===== config.mk =====
export PLATFORM = sky130hd
export DESIGN_NAME = instr_fetch_queue
export DESIGN_NICKNAME = d
export VERILOG_FILES = /design/src/rtl/ifq_pkg.sv /design/src/rtl/ifq_fifo.sv /design/src/rtl/instr_fetch_queue.sv
export SDC_FILE = /design/constraint.sdc
export NUM_CORES = 1
export LEC_CHECK = 0
export ABC_AREA = 1
export CORE_ASPECT_RATIO = 2
export CORE_MARGIN = 4
export CORE_UTILIZATION = 50
export DETAILED_ROUTE_END_ITERATION = 6
export DONT_BUFFER_PORTS = 1
export PLACE_DENSITY = 0.7
export SYNTH_ARGS = -nofsm -noshare
export SYNTH_HDL_FRONTEND = slang
export SYNTH_SLANG_ARGS = --single-unit

===== constraint.sdc =====
create_clock -name clk -period 5.8 [get_ports clk]
set_input_delay 0.87 -clock clk [delete_from_list [all_inputs] [get_ports clk]]
set_output_delay 0.87 -clock clk [all_outputs]
set_load 0.01 [all_outputs]

===== src/rtl/ifq_pkg.sv =====
// Shared types and defaults for the instruction fetch queue.
package ifq_pkg;

    localparam int unsigned       IFQ_XLEN     = 32;
    localparam logic [IFQ_XLEN-1:0] IFQ_RESET_PC = 32'h4000_0000;

    typedef struct packed {
        logic [IFQ_XLEN-1:0] pc;
        logic [IFQ_XLEN-1:0] instr;
    } ifq_entry_t;

    // Sequential successor of a word address; wraps modulo 2^XLEN.
    function automatic logic [IFQ_XLEN-1:0] ifq_next_pc(input logic [IFQ_XLEN-1:0] addr);
        return addr + 32'd4;
    endfunction

endpackage


===== src/rtl/ifq_fifo.sv =====
// Circular buffer of {pc, instr} entries with push, pop and synchronous flush.
// Flush has priority over push and pop; popping an empty buffer is the caller's job to avoid.
module ifq_fifo
    import ifq_pkg::*;
#(
    parameter  int unsigned DEPTH = 4,
    localparam int unsigned PW    = $clog2(DEPTH),
    localparam int unsigned CW    = $clog2(DEPTH + 1)
) (
    input  logic            clk,
    input  logic            rst_n,
    input  logic            flush_i,
    input  logic            push_i,
    input  ifq_entry_t      push_data_i,
    input  logic            pop_i,
    output logic [CW-1:0]   count_o,
    output ifq_entry_t      head_o
);

    localparam logic [PW-1:0] PTR_ONE = PW'(1);
    localparam logic [CW-1:0] CNT_ONE = CW'(1);

    ifq_entry_t       mem_q [DEPTH];
    logic [PW-1:0]    head_q, head_d;
    logic [PW-1:0]    tail_q, tail_d;
    logic [CW-1:0]    count_q, count_d;

    // Pointer and occupancy next-state.
    always_comb begin
        head_d  = head_q;
        tail_d  = tail_q;
        count_d = count_q;
        if (flush_i) begin
            head_d  = {PW{1'b0}};
            tail_d  = {PW{1'b0}};
            count_d = {CW{1'b0}};
        end else begin
            if (push_i) begin
                tail_d = tail_q + PTR_ONE;
            end else begin
                tail_d = tail_q;
            end
            if (pop_i) begin
                head_d = head_q + PTR_ONE;
            end else begin
                head_d = head_q;
            end
            case ({push_i, pop_i})
                2'b10:   count_d = count_q + CNT_ONE;
                2'b01:   count_d = count_q - CNT_ONE;
                default: count_d = count_q;
            endcase
        end
    end

    // Pointer and occupancy registers.
    always_ff @(posedge clk or negedge rst_n) begin
        if (!rst_n) begin
            head_q  <= {PW{1'b0}};
            tail_q  <= {PW{1'b0}};
            count_q <= {CW{1'b0}};
        end else begin
            head_q  <= head_d;
            tail_q  <= tail_d;
            count_q <= count_d;
        end
    end

    // Entry storage; contents are only observed through a nonzero count.
    always_ff @(posedge clk) begin
        if (push_i && !flush_i) begin
            mem_q[tail_q] <= push_data_i;
        end
    end

    assign count_o = count_q;
    assign head_o  = mem_q[head_q];

endmodule


===== src/rtl/instr_fetch_queue.sv =====
// Fetch front end: owns the fetch PC, issues 1-cycle-latency imem reads and queues responses for decode.
// Optional build macro IFQ_BYPASS_EN forwards a response straight to decode when the queue is empty.
module instr_fetch_queue
    import ifq_pkg::*;
#(
    parameter int unsigned          XLEN     = IFQ_XLEN,
    parameter int unsigned          DEPTH    = 4,
    parameter logic [XLEN-1:0]      RESET_PC = IFQ_RESET_PC
) (
    input  logic            clk,
    input  logic            reset,
    input  logic            redirect_valid,
    input  logic [XLEN-1:0] redirect_pc,
    output logic            imem_req,
    output logic [XLEN-1:0] imem_addr,
    input  logic [XLEN-1:0] imem_rdata,
    output logic            instr_valid,
    input  logic            instr_ready,
    output logic [XLEN-1:0] instr_out,
    output logic [XLEN-1:0] instr_pc
);

    localparam int unsigned     CW      = $clog2(DEPTH + 1);
    localparam logic [CW:0]     DEPTH_W = (CW + 1)'(DEPTH);

    logic [XLEN-1:0] fetch_pc_q, fetch_pc_d;
    logic            inflight_q, inflight_d;
    logic [XLEN-1:0] inflight_pc_q, inflight_pc_d;

    logic [CW-1:0]   fifo_count_s;
    ifq_entry_t      fifo_head_s;
    ifq_entry_t      resp_s;
    logic            push_s;
    logic            pop_s;
    logic [CW:0]     credit_s;
    logic            unused_s;

    assign resp_s   = '{pc: inflight_pc_q, instr: imem_rdata};
    assign unused_s = ^redirect_pc[1:0];

    // Request issue: credit covers queued entries plus the one response still in flight.
    always_comb begin
        credit_s      = {1'b0, fifo_count_s} + {{CW{1'b0}}, inflight_q};
        imem_req      = 1'b0;
        imem_addr     = RESET_PC;
        if (!reset) begin
            imem_req  = 1'b0;
            imem_addr = RESET_PC;
        end else if (redirect_valid) begin
            imem_req  = 1'b1;
            imem_addr = {redirect_pc[XLEN-1:2], 2'b00};
        end else begin
            imem_req  = (credit_s < DEPTH_W);
            imem_addr = fetch_pc_q;
        end
        if (imem_req) begin
            fetch_pc_d    = ifq_next_pc(imem_addr);
            inflight_pc_d = imem_addr;
        end else begin
            fetch_pc_d    = fetch_pc_q;
            inflight_pc_d = inflight_pc_q;
        end
        inflight_d = imem_req;
    end

    // Decode-side view and queue control; a redirect hides and discards everything.
    always_comb begin
        instr_valid = 1'b0;
        instr_out   = {XLEN{1'b0}};
        instr_pc    = {XLEN{1'b0}};
        push_s      = 1'b0;
        pop_s       = 1'b0;
        if (!reset || redirect_valid) begin
            instr_valid = 1'b0;
        end else if (fifo_count_s != {CW{1'b0}}) begin
            instr_valid = 1'b1;
            instr_out   = fifo_head_s.instr;
            instr_pc    = fifo_head_s.pc;
            pop_s       = instr_ready;
            push_s      = inflight_q;
`ifdef IFQ_BYPASS_EN
        end else if (inflight_q) begin
            instr_valid = 1'b1;
            instr_out   = resp_s.instr;
            instr_pc    = resp_s.pc;
            push_s      = !instr_ready;
`endif
        end else begin
            push_s      = inflight_q;
        end
    end

    // Fetch PC and in-flight tracking.
    always_ff @(posedge clk or negedge reset) begin
        if (!reset) begin
            fetch_pc_q    <= RESET_PC;
            inflight_q    <= 1'b0;
            inflight_pc_q <= RESET_PC;
        end else begin
            fetch_pc_q    <= fetch_pc_d;
            inflight_q    <= inflight_d;
            inflight_pc_q <= inflight_pc_d;
        end
    end

    ifq_fifo #(
        .DEPTH (DEPTH)
    ) u_fifo (
        .clk         (clk),
        .rst_n       (reset),
        .flush_i     (redirect_valid),
        .push_i      (push_s),
        .push_data_i (resp_s),
        .pop_i       (pop_s),
        .count_o     (fifo_count_s),
        .head_o      (fifo_head_s)
    );

endmodule


==> run metrics, run 1 <==
Area Growth Syn to Fin 9.20%; Hold Crit Class in2async; Warnings, synthesis 0; vias in the first global route roughly 9.4k; R2R Setup Slk about 3500 ps; Req. time, crit path 4930 ps; Crit Path Class reg2out; ys flop type edfxtp_1; number of diodes 0; footprint of the multi-input gates 3980 um2; total gr overflow 0; Starting Density 50.8%; sequential cell area 9450 um2; number of gates resized after cts 0; ys async rst share 21.5%; pwr dens 353 nW/um2; full die area 30900 um2; post-route ant nets 0; final number of setup-violating endpoints 0; DR vias/cell 5.55; Ports 166; final hold viol count 0; Sink Count 326; Post-Syn Area roughly 14000 um2; Num CTS Buffers 28; die width around 130 um; routed length per instance 19.0 um; Lkg Pwr 5.68 nW; Tcrit/Tclk final 71.8%; share of layout cells above drive strength 1 roughly 6.9%; clock skew ~13 ps; largest net degree at the start of global routing 87; GPL Wtd Cong around 0.94; placeable core area 27500 um2; final wirelength 32.2 mm; max-slew violations 0; IO buf count 0; Mapped Cells 1349; CTS tree done; FILL cells 2336; GRT Total Usage around a fifth; Post-synth EDFFs 256; hpwl dp around 19 mm; Rel. slew slack 32.1%; WP data arrival 3300 ps; maximum clock rate 240 MHz; Clock Latency Late Sink 540 ps; drt pass-1 iters 5; unrepaired setup endpoints after global routing no; RR Startpoint inflight_q; CP Max Fanout 82; outcome completed; DR DRC count 0; Bufs on Longest Clock Path 3; Area after DPL 14300 um2; row cnt 86; Syn Nets 1423; global-route wire length before repair between 50 and 60 mm; Max-Cap Viols 0; number of synthesized register bits 326; Reg clk slew, reported paths about 70 ps; vias post-DR 9403; cells on worst reg2reg path 5; setup TNS 0 ps; startpoint types flop; CP endpoint kind output pin; 1st-iter DRT viols 503; initial antenna violation count 0; register area share after synthesis 67.5%; clock root cell clkbuf_16; Yosys cell types 34; H-tree Lvls 1; Final nets 1395; post-route design area roughly 15000 um2; syn avg cell area 10.4 um2; Worst R2R End u_fifo.mem_q[0][49]; crit path time final 4170 ps; peak supply drop 0.221 mV; Worst-Margin Slew 1020 ps; height of the die 245 um
critical path, cell delays in order, from the launching register on:
cell and delay, ps:
dfrtp_4 750, clkinv_2 900, buf_4 610, o21ai_0 230, a21oi_1 190
kinds of logic (layout without fill, tap and decap cells):
logic type	Yosys count	in the layout	share of synthesized area [%]
fa+ha+maj	6	6	0.590
simple gates	615	615	17.8
flops	326	326	67.5
xor+xnor	6	6	0.376
compound gates	251	251	9.44
buf+inv	145	138	4.35
layer usage:
layer	part of all wire, %	GRT usage [%]
met5	0	0
met4	4.4	10.1
met3	6.3	4.24
met2	53	37.4
met1	36	22.9
cell usage in the layout (no fill, tap or decap), types with 10 or more instances in the layout:
cell type  instances
inv_1             68
nor2_1           310
edfxtp_1         256
clkbuf_16         29
nand3_1           77
o21a_1            11
a21oi_1           68
dfrtp_1           66
nor2_2            10
nand2_1          198
o21ai_0          154
flip-flops by register name (all words and copies together), names as in the netlist:
name,count
inflight_q,1
u_fifo.tail_q,2
u_fifo.count_o,3
u_fifo.head_q,2
fetch_pc_q,32
u_fifo.mem_q,256
inflight_pc_q,30
power by group:
part           total [W]  internal, W  switching (W)
logic           0.000631     0.000176       0.000455
registers        0.00284      0.00272       0.000118
clock network    0.00193      0.00112       0.000806
metrics by stage:
step | util, % | total power [W] | cells | hold slack [ps] | setup slack [ps]
floorplan | - | 0.00334 | 1349 | 449 | 1110
global placement | 51.9 | 0.00348 | 1641 | 467 | 2280
detailed placement | 51.9 | 0.00351 | 1641 | 474 | 2160
CTS | 55.5 | 0.00544 | 1694 | 4.72 | 1580
global route | 55.5 | 0.00562 | 1694 | 11.3 | 1260
finish | 55.5 | 0.00539 | 1694 | 43.3 | 1630
layout make-up:
class / count / area share (%)
tap: 352 / 2.88
clock inverter: 16 / 1.29
timing repair buffer: 15 / 1.16
inverter: 72 / 1.78
sequential: 326 / 61.8
clock buffer: 35 / 5.03
multi-input combinational: 878 / 26.0
timing repair:
action | 4_1_cts | 5_1_grt
setup buffers | 0 | 0
endpoints found under the hold margin | 32 | 0
hold buffers | 2 | 0
cell usage after synthesis, drive strengths merged (5+ instances only):
cell type / instances / area, um2
ha: 5 / 62.6
a31oi: 7 / 43.8
dfrtp: 68 / 1700
clkbuf: 37 / 139
nand2: 206 / 793
edfxtp: 256 / 7690
a21oi: 69 / 349
nand3: 80 / 415
inv: 72 / 270
o21a: 11 / 82.6
o21ai: 156 / 785
buf: 36 / 200
nor2: 325 / 1250
worst max-delay path by stage:
| stage | cells past startpoint | slack, ps | end | start |
|---|---|---|---|---|
| floorplan | 6 | 1110 | u_fifo.mem_q[0][0] | reset |
| global placement | 4 | 2280 | instr_pc[17] | u_fifo.head_q[0] |
| detailed placement | 4 | 2160 | instr_pc[17] | u_fifo.head_q[0] |
| CTS | 4 | 1580 | instr_pc[17] | u_fifo.head_q[0] |
| global route | 4 | 1260 | instr_out[5] | u_fifo.head_q[0] |
| finish | 4 | 1630 | instr_pc[17] | u_fifo.head_q[0] |
No activity file was read; power rests on OpenSTA's default activity.
==> run 2, diff against run 1 <==
==> constraint.sdc (replaced) <==
create_clock -name clk -period 4.2 [get_ports clk]
set_input_delay 0.63 -clock clk [delete_from_list [all_inputs] [get_ports clk]]
set_output_delay 0.63 -clock clk [all_outputs]
set_load 0.01 [all_outputs]
==> run 2 against run 1 <==
Effect of this change: sequential share of layout area shrank 0.096 points; cell area grew 0.16%; first-iteration DRC count shrank 13%; cell count grew 0.30%; flip-flop and latch count is the same; total power grew 38%; setup slack lost 810 ps; utilization grew 0.086 points; sequential power grew 38%; highest routed layer unchanged.
==> run metrics, run 2 (same netlist as run 1, synthesis figures left out) <==
clock skew 21.8 ps (was 12.8 ps); clock power share 35.5% (was 35.7%); DR DRC count 0 (unchanged); DR vias/cell 5.53 (was 5.55); WP data arrival 2740 ps (was 3300 ps); Comb power frac 11.8% (was 11.7%); Buf+Inv Stages, Crit Path 2 (unchanged); Max-Cap Viols 0 (unchanged); CP Max Fanout 47 (was 82); post-route ant nets 0 (unchanged); die width 126 um (unchanged); Final nets 1399 (was 1395); GPL Wtd Cong 0.935 (was 0.937); Clock Latency Late Sink 560 ps (was 540 ps); largest net degree at the start of global routing 71 (was 87); Crit path max-delay family buffers and inverters (unchanged); CTS tree done (unchanged); crit path time final around 3400 ps; CP max-delay cell dfrtp_4 (was clkinv_2); pwr dens 486 nW/um2 (was 353 nW/um2); max-slew violations 0 (unchanged); total gr overflow 0 (unchanged); Crit Path Class reg2out (unchanged); Total Power 0.00744 W (was 0.00539 W); most common cell after layout, fill and taps aside nor2_1 (unchanged); final hold viol count 0 (unchanged); share of layout cells above drive strength 1 7.50% (was 6.93%); Area after DPL 14300 um2 (about the same); Tcrit/Tclk final 80.3%; slowest stage delay, CP 730 ps (was 900 ps); FILL cells 2364 (was 2336); maximum clock rate 296 MHz; 1st-iter DRT viols 436 (was 503); Hold Crit Class in2reg (was in2async); row cnt 86 (unchanged); Net Sw Frac 25.9% (was 25.6%); GRT Total Usage 21.0% (was 20.7%); number of gates resized after cts 0 (unchanged); Bufs on Longest Clock Path 3 (unchanged); final wirelength 32.5 mm (was 32.2 mm); H-tree Lvls 1 (unchanged); global-route wire length before repair 50.8 mm (was 50.4 mm); number of diodes 0 (unchanged); vias in the first global route 9453 (was 9369); Rel. slew slack 50.1% (was 32.1%); drt pass-1 iters 5 (unchanged); routed length per instance 19.1 um (was 19.0 um); outcome completed (unchanged); unrepaired setup endpoints after global routing no (unchanged); biggest regs u_fifo.mem_q (256), fetch_pc_q (32), inflight_pc_q (30) (unchanged); Area Growth Syn to Fin 9.37% (was 9.20%); final number of setup-violating endpoints 0 (unchanged); vias post-DR 9396 (was 9403); initial antenna violation count 0 (unchanged); cell-internal power 0.00551 W (was 0.00401 W); Reg clk slew, reported paths 70 ps (about the same); crit path cell chain clkinv_2 > buf_4 > o21ai_0 > a21oi_1 (unchanged); Num CTS Buffers 28 (unchanged); max reg flops 256 (unchanged); peak supply drop 0.340 mV (was 0.221 mV); Req. time, crit path 3570 ps (was 4930 ps); Worst-Margin Slew 747 ps (was 1020 ps); Sink Count 326 (unchanged); clock root cell clkbuf_16 (unchanged); height of the die 245 um (unchanged); most frequent cells in the layout nor2_1 (310), edfxtp_1 (256), nand2_1 (198) (unchanged); Lkg Pwr 5.70 nW (was 5.68 nW); IO buf count 0 (unchanged); post-route design area 15300 um2 (about the same); CP endpoint kind output pin (unchanged); Starting Density 50.8% (unchanged); Switch Pwr 0.00193 W (was 0.00138 W); startpoint types flop (unchanged); register share of total power 52.7% (was 52.6%); largest reg by FF count u_fifo.mem_q (unchanged); Ports 166 (unchanged); hpwl dp 19.7 mm (was 19.1 mm); full die area 30900 um2 (unchanged); placeable core area 27500 um2 (unchanged)
run 2: cell type report:
type	count	area [um2]	area share [%]
Sequential cell	326	9450	61.7
Multi-Input combinational cell	878	3980	26.0
Clock buffer	34	776	5.07
Tap cell	352	440	2.88
Inverter	72	272	1.77
Timing Repair Buffer	19	203	1.32
Clock inverter	18	188	1.23
run 2: worst paths after layout:
path	from	to	slack, ps	depth (start not counted)
setup / recovery	u_fifo.head_q[0]	instr_pc[12]	830	4
hold / removal	imem_rdata[0]	u_fifo.mem_q[0][0]	170	0
hold reg to reg	fetch_pc_q[3]	fetch_pc_q[3]	490	2
max in group asynchronous	reset	inflight_pc_q[30]	3170	2
setup reg to reg	u_fifo.count_o[1]	fetch_pc_q[20]	1930	11
min in group asynchronous	reset	inflight_pc_q[2]	690	2
run 2: stage by stage:
step | instances | setup TNS, ps | hold slack, ps | worst slack (ps) | util [%]
after CTS | 1699 | 0 | 142 | 762 | 55.6
after global placement | 1645 | 0 | 338 | 1400 | 51.9
after global routing | 1699 | 0 | 143 | 503 | 55.6
final | 1699 | 0 | 167 | 827 | 55.6
after floorplan | 1349 | -63140 | 334 | -247 | -
after detailed placement | 1645 | 0 | 338 | 1340 | 51.9
run 2: timing repair:
item                      CTS  global route
hold buffers                2             0
hold endpoints to repair   70             0
buffers inserted            0             0
run 2: per-layer routing:
metal / global-route usage (%) / part of all wire (%)
met5: 0 / 0
met1: 22.6 / 35
met3: 4.44 / 6.7
met2: 39.1 / 54
met4: 9.16 / 3.7
run 2: power groups by stage:
stage,combinational (W),sequential [W],clock [W]
after global routing,0.00101,0.00395,0.00283
after CTS,0.000889,0.00392,0.00270
after global placement,0.000846,0.00397,0
final,0.000878,0.00392,0.00264
after floorplan,0.000687,0.00392,0
after detailed placement,0.000866,0.00399,0
